<file path="src/rtl/conv_sequencer.sv">
// Time-multiplexed FIR filter: one shared 12x12 multiplier walks DEPTH taps per sample,
// with a double-buffered coefficient bank so kernels can be reloaded without glitching output.
module conv_sequencer #(
    parameter int DEPTH = 8,   // power of two, 2..64
    parameter int SHIFT = 11
) (
    input  logic                     clk,
    input  logic                     reset_n,
    input  logic [11:0]              sample_in,
    input  logic                     sample_valid,
    input  logic                     toggle_en,
    input  logic                     kernel_wr_en,
    input  logic [$clog2(DEPTH)-1:0] kernel_wr_addr,
    input  logic [11:0]              kernel_wr_data,
    input  logic                     kernel_commit,
    output logic [11:0]              sample_out,
    output logic                     out_valid,
    output logic                     busy,
    output logic                     overrun
);

    localparam int IDX_W = $clog2(DEPTH);
    localparam int ACC_W = 24 + IDX_W;

    typedef enum logic [1:0] {
        IDLE,
        MAC,
        DONE
    } state_t;

    state_t state;
    state_t state_next;

    logic [11:0]      history [DEPTH];
    logic [11:0]      shadow  [DEPTH];
    logic [11:0]      active  [DEPTH];
    logic [IDX_W-1:0] idx;
    logic [ACC_W-1:0] acc;
    logic             enabled;
    logic             commit_pending;

    logic             accept;
    logic             copy_now;
    logic [23:0]      product;
    logic [ACC_W-1:0] acc_shifted;
    logic [11:0]      filtered;

    // A sample is only taken in IDLE; anything arriving later is dropped.
    assign accept   = (state == IDLE) && sample_valid;
    assign copy_now = (state == IDLE) && (kernel_commit || commit_pending);
    assign busy     = (state != IDLE);

    assign product     = history[idx] * active[idx];
    assign acc_shifted = acc >> SHIFT;
    assign filtered    = (acc_shifted > ACC_W'(4095)) ? 12'hFFF : acc_shifted[11:0];

    // NOTE: every signal driven in always_comb gets a default first, so no path leaves it
    // unassigned and no latch is inferred.
    always_comb begin
        state_next = state;
        case (state)
            IDLE:    if (sample_valid) state_next = MAC;
            MAC:     if (idx == IDX_W'(DEPTH - 1)) state_next = DONE;
            DONE:    state_next = IDLE;
            default: state_next = IDLE;
        endcase
    end

    // NOTE: sequential state uses non-blocking assignments so every register samples the
    // pre-edge values of its neighbours, which the history shift and bank copy rely on.
    always_ff @(posedge clk or negedge reset_n) begin
        if (!reset_n) begin
            state <= IDLE;
        end else begin
            state <= state_next;
        end
    end

    // NOTE: the arrays are plain flops, so resetting them is legal here and gives a defined
    // (all-zero) kernel and history straight out of reset.
    always_ff @(posedge clk or negedge reset_n) begin
        if (!reset_n) begin
            for (int i = 0; i < DEPTH; i++) history[i] <= '0;
        end else if (accept) begin
            history[0] <= sample_in;
            for (int i = 1; i < DEPTH; i++) history[i] <= history[i-1];
        end
    end

    always_ff @(posedge clk or negedge reset_n) begin
        if (!reset_n) begin
            for (int i = 0; i < DEPTH; i++) shadow[i] <= '0;
        end else if (kernel_wr_en) begin
            shadow[kernel_wr_addr] <= kernel_wr_data;
        end
    end

    // Copy only in IDLE so the kernel stays frozen for the whole MAC/DONE pass.
    always_ff @(posedge clk or negedge reset_n) begin
        if (!reset_n) begin
            for (int i = 0; i < DEPTH; i++) active[i] <= '0;
        end else if (copy_now) begin
            active <= shadow;
        end
    end

    // Commits landing mid-computation collapse into one deferred copy.
    always_ff @(posedge clk or negedge reset_n) begin
        if (!reset_n) begin
            commit_pending <= 1'b0;
        end else if (state == IDLE) begin
            commit_pending <= 1'b0;
        end else if (kernel_commit) begin
            commit_pending <= 1'b1;
        end
    end

    always_ff @(posedge clk or negedge reset_n) begin
        if (!reset_n) begin
            idx <= '0;
            acc <= '0;
        end else if (accept) begin
            idx <= '0;
            acc <= '0;
        end else if (state == MAC) begin
            acc <= acc + ACC_W'(product);
            idx <= idx + IDX_W'(1);
        end
    end

    always_ff @(posedge clk or negedge reset_n) begin
        if (!reset_n) begin
            enabled <= 1'b0;
        end else if (toggle_en) begin
            enabled <= ~enabled;
        end
    end

    always_ff @(posedge clk or negedge reset_n) begin
        if (!reset_n) begin
            sample_out <= '0;
            out_valid  <= 1'b0;
            overrun    <= 1'b0;
        end else begin
            out_valid <= (state == DONE);
            overrun   <= sample_valid && (state != IDLE);
            if (state == DONE) begin
                sample_out <= enabled ? filtered : history[0];
            end
        end
    end

endmodule

</file>
<file path="config.mk">
export PLATFORM = sky130hd
export DESIGN_NAME = conv_sequencer
export DESIGN_NICKNAME = d
export VERILOG_FILES = /design/src/rtl/conv_sequencer.sv
export SDC_FILE = /design/constraint.sdc
export NUM_CORES = 1
export LEC_CHECK = 0
export BUFFER_PORTS_ARGS = -buffer_cell sky130_fd_sc_hd__buf_4
export CAP_MARGIN = 20
export CORE_UTILIZATION = 45
export CTS_CLUSTER_SIZE = 12
export DETAILED_ROUTE_END_ITERATION = 6
export PLACE_DENSITY_LB_ADDON = 0.12
export REMOVE_ABC_BUFFERS = 1
export SKIP_CTS_REPAIR_TIMING = 1
export SYNTH_ARGS = -nofsm -noshare
export SYNTH_HDL_FRONTEND = slang
export SYNTH_SLANG_ARGS = --single-unit
</file>
<file path="constraint.sdc">
create_clock -name clk -period 7.35 [get_ports clk]
set_input_delay 1.1025 -clock clk [delete_from_list [all_inputs] [get_ports clk]]
set_output_delay 1.1025 -clock clk [all_outputs]
set_load 0.01 [all_outputs]
</file>
---- Yosys cells after proc, flatten, opt, wreduce, memory -nomap -nowiden ----
Index checks and enable logic that the tools add are counted.
word-level totals
  bits in registers ....................... 336
cells by class
  bitwise gates (word level) .............. 3
  reductions and logical operators ........ 10
  add/subtract/negate cells ............... 2
  equal/unequal tests ..................... 5
  multiplexer cells ....................... 20
  magnitude comparators ................... 4
  multiply operators ...................... 1
operators by type and width
  cell                                                              number
  bitwise mux 96 bit                                                1
  2-to-1 mux 12 bit                                                 7
  binary-select mux 12 bit (select 3 bit)                           2
  2-to-1 mux 27 bit                                                 2
  demux 12 bit (select 3 bit)                                       1
  adder 27 x 24 -> 27 bit                                           1
  multiplier 12 x 12 -> 24 bit                                      1
  greater-than comparator 16 x 12 -> 1 bit (second input constant)  1
  >= comparator 4 bit (second input constant)                       2
  inverter 3 -> 4 bit                                               2
  2-to-1 mux 3 bit                                                  2
  nonzero test 2 bit                                                3
  logical AND 1 bit                                                 4
  < comparator 4 x 1 -> 1 bit (second input constant)               1
  2-to-1 mux 2 bit                                                  2
  != test 2 bit (second input constant)                             2
  case mux 2 bit (2 select lines)                                   1
  adder 3 x 1 -> 3 bit (second input constant)                      1
  == test 3 bit (second input constant)                             1
  == test 2 x 1 -> 1 bit (second input constant)                    1
  == test 2 bit (second input constant)                             1
  zero test 2 bit                                                   1
  2-to-1 mux 1 bit                                                  2
  AND reduction 2 bit                                               1
  other kinds (2)                                                   2

---- Longest topological paths before layout ----
  word-level depth ........................ 8
  mapped depth ............................ 25

---- Worst setup path before layout ----
Ideal clock, no wire load.
  path type ............................... register -> register
  start ................................... reg idx[0]
  end ..................................... reg acc[22]
  arrival time ............................ 6.006 ns
  path buffers ............................ 4
  required time ........................... 7.219 ns
  setup slack ............................. 1.213 ns
  clock period less this slack ............ 6.137 ns
  library setup time ...................... 0.131 ns
  cell stages (with the launch flop) ...... 24
  cell sequence ........................... dfrtp_1 -> buf_6 -> buf_6 -> buf_6 -> mux4_2 -> mux2i_1 -> buf_4 -> nor2_1 -> fa_1 -> inv_1 -> fa_1 -> inv_1 -> fa_1 -> inv_1 -> fa_1 -> fa_1 -> inv_1 -> ha_1 -> nand3_1 -> nor2_2 -> o31a_1 -> o31a_1 -> nor4b_4 -> or3_1
between the ends
  word-level cells in the longest chain between the ends .. 8
  elaborated cells between the ends (all ways) .. 11
RTL lines
  item                                                  RTL line  RTL
  start, declared                                       37        logic [IDX_W-1:0] idx;
  start signal, assigned                                127       idx <= idx + IDX_W'(1);
  inverter 3 -> 4 bit (implied by the code) *           53        assign product = history[idx] * active[idx];
  binary-select mux 12 bit (select 3 bit)               53
  2-to-1 mux 12 bit (implied by the code) (2 in a row)  53
  multiplier 12 x 12 -> 24 bit *                        53
  adder 27 x 24 -> 27 bit *                             126       acc <= acc + ACC_W'(product);
  2-to-1 mux 27 bit *                                   125       end else if (state == MAC) begin
  2-to-1 mux 27 bit *                                   122       end else if (accept) begin
  end signal, assigned                                  126
  end, declared                                         38        logic [ACC_W-1:0] acc;
Mark *: on every way between the ends. The rest lies on a longest branch, timed or not. The select of a mux whose other input is x is not followed.
A chain may end at the register's enable or synchronous reset.

---- Worst setup path after layout ----
  start ................................... reg idx[1]
  end ..................................... reg acc[22]
The elaborated chain is that of the path after synthesis.

==> metrics.csv <==
metric;value;unit
status;completed;
ios;48;
required;7.78;ns
ys_ff_latch;336;
insertedDiodeCount;0;
cts_buffer_depth;3;
netlist_instances;1818;
drv_slew;0;
track_usage;21.5;%
clkTransAtPathRegs;0.06;ns
finalCritPeriodShare;89.1;%
die-height;213;um
gr-total-overflow;0;
grt_first_pass_wirelength;75200;um
maxCapViolCount;0;
hold_class;in2async;
vias_per_cell;5.21;
fin_ws;0.799;ns
fin_worst_skew;0.0255;ns
place_hpwl;32000;um
die_w;213;um
die_area;45400;um2
period_needed;6.55;ns
rr_worst_depth;21;
start_util;46.1;%
cp_max_fo;21;
initialDrtViolationCount;817;
drc;0;
coreArea;43600;um2
multiInputGateArea;10500;um2
clkLatencyLatePin;0.57;ns
place_congestion;0.874;
syn_to_final_growth;11.2;%
setup_viol;0;
nets;2086;
drt_pass1_iterations;6;
cts_tree;done;
synth_area;20100;um2
critical_path_class;reg2reg;
grt_pass1_vias;13400;
cp-start-kind;register;
cp.arrival;6.98;ns
final_common_cell;nand2_1;
hold_viol;0;
final_cell_mix;nand2_1, dfrtp_1, inv_1;
drt_wl_total;45400;um
antenna_found_initial;0;
synth_cell_types;65;
ys.flop_type;dfrtp_1;
grt_setup_unrepaired;no;
ant_nets;0;
whs;0.448;ns
clock-sinks;336;
fmax;0.153;GHz
synth-edff-count;0;
via_count;12900;
cts_root_buf;clkbuf_16;
synth_async_sr_flop_share;100;%
numPortBuffers;47;
syn_avg_cell_area;11.0;um2
fillers;3995;
placementRows;76;
yosysSeqAreaShare;41.9;%
worst_pin_slew;1.04;ns
critPathCaptureType;register;
cts_htree_levels;2;
yosysWarnings;0;
cts_inserted_buffers;39;
regArea;8410;um2
dp_slack;0.807;ns
detail_route.wl_per_cell;18.4;um
slew_headroom;30.1;%
drive_gt1_share;23.5;%
grt_start_max_net_pins;151;
==> Yosys cell counts, types with 11 or more instances <==
master	n	area share (%)
fa_1	123	12
buf_2	26	0.65
dfrtp_1	336	42
mux2i_1	14	0.70
mux4_2	48	5.4
clkbuf_1	33	0.62
nand3_1	22	0.55
nor2_1	86	1.6
or2_1	11	0.34
ha_1	70	4.4
o22ai_1	12	0.37
nand2_1	387	7.2
a21oi_1	17	0.42
o21ai_0	39	0.97
inv_1	207	3.9
nor2_2	11	0.34
mux2_2	205	12
==> kinds of logic after synthesis <==
family	Yosys count	synth area share, %
AND/OR/NAND/NOR	576	12.1
flip-flops	336	41.9
buffers and inverters	299	6.29
multiplexers	275	18.3
adder cells (fa/ha/maj)	193	16.6
AO/OA/AOI/OAI	127	4.25
XOR/XNOR	12	0.524
==> layout make-up <==
| class | instances | area share (%) |
|---|---|---|
| multi-input cells | 1183 | 46.9 |
| repair buffers | 89 | 3.23 |
| clock buffers | 53 | 4.79 |
| well taps | 585 | 3.28 |
| inverters | 211 | 3.55 |
| flip-flops and latches | 336 | 37.7 |
| clock inverters | 11 | 0.566 |
==> sequential cells by signal, indices dropped and copies added, names as in the netlist <==
register / count
overrun: 1
history: 96
idx: 3
sample_out: 12
shadow: 96
active: 96
enabled: 1
state: 2
commit_pending: 1
acc: 27
out_valid: 1
==> per-layer routing <==
| metal | GRT usage, % | wire length [um] |
|---|---|---|
| met5 | 0 | 0 |
| met4 | 6.23 | 1010 |
| met3 | 2.84 | 1480 |
| met2 | 34.7 | 21300 |
| met1 | 30.3 | 21600 |
==> worst max-delay path, stage by stage, from the launching register on <==
cell and delay (ns):
dfrtp_2 0.76, buf_4 0.29, buf_4 0.15, mux4_2 0.31, mux2i_1 0.14, buf_4 0.22, nand2b_1 0.17, fa_1 0.40
inv_1 0.09, fa_1 0.48, fa_1 0.52, fa_1 0.49, inv_1 0.05, fa_1 0.52, inv_1 0.04, ha_1 0.39
nand2_1 0.15, a211oi_2 0.25, o31a_1 0.22, o31a_1 0.30, a41oi_1 0.14, or3_1 0.32
==> stage by stage <==
stage	utilization [%]	area, um2	instances	setup TNS (ns)
2_1_floorplan	-	19600	1730	-3.00
3_3_place_gp	48.4	21100	2403	0
3_5_place_dp	48.5	21100	2404	0
4_1_cts	51.2	22300	2468	0
5_1_grt	51.2	22300	2468	0
6_report	51.2	22300	2468	0
==> final timing paths <==
check / startpoint / to / slack (ns)
setup / recovery: idx[1]$_DFFE_PN0P_ / acc[22]$_DFFE_PN0P_ / 0.80
hold / removal: reset_n / acc[4]$_DFFE_PN0P_ / 0.45
setup reg to reg: idx[1]$_DFFE_PN0P_ / acc[22]$_DFFE_PN0P_ / 0.80
hold reg to reg: history[21]$_DFFE_PN0P_ / history[9]$_DFFE_PN0P_ / 0.47
max in group asynchronous: reset_n / shadow[75]$_DFFE_PN0P_ / 5.61
min in group clk: history[21]$_DFFE_PN0P_ / history[9]$_DFFE_PN0P_ / 0.47
Power is left out: the tool's default activity adds up to more than one toggle a clock period on the data nets, which glitch-free logic cannot reach.
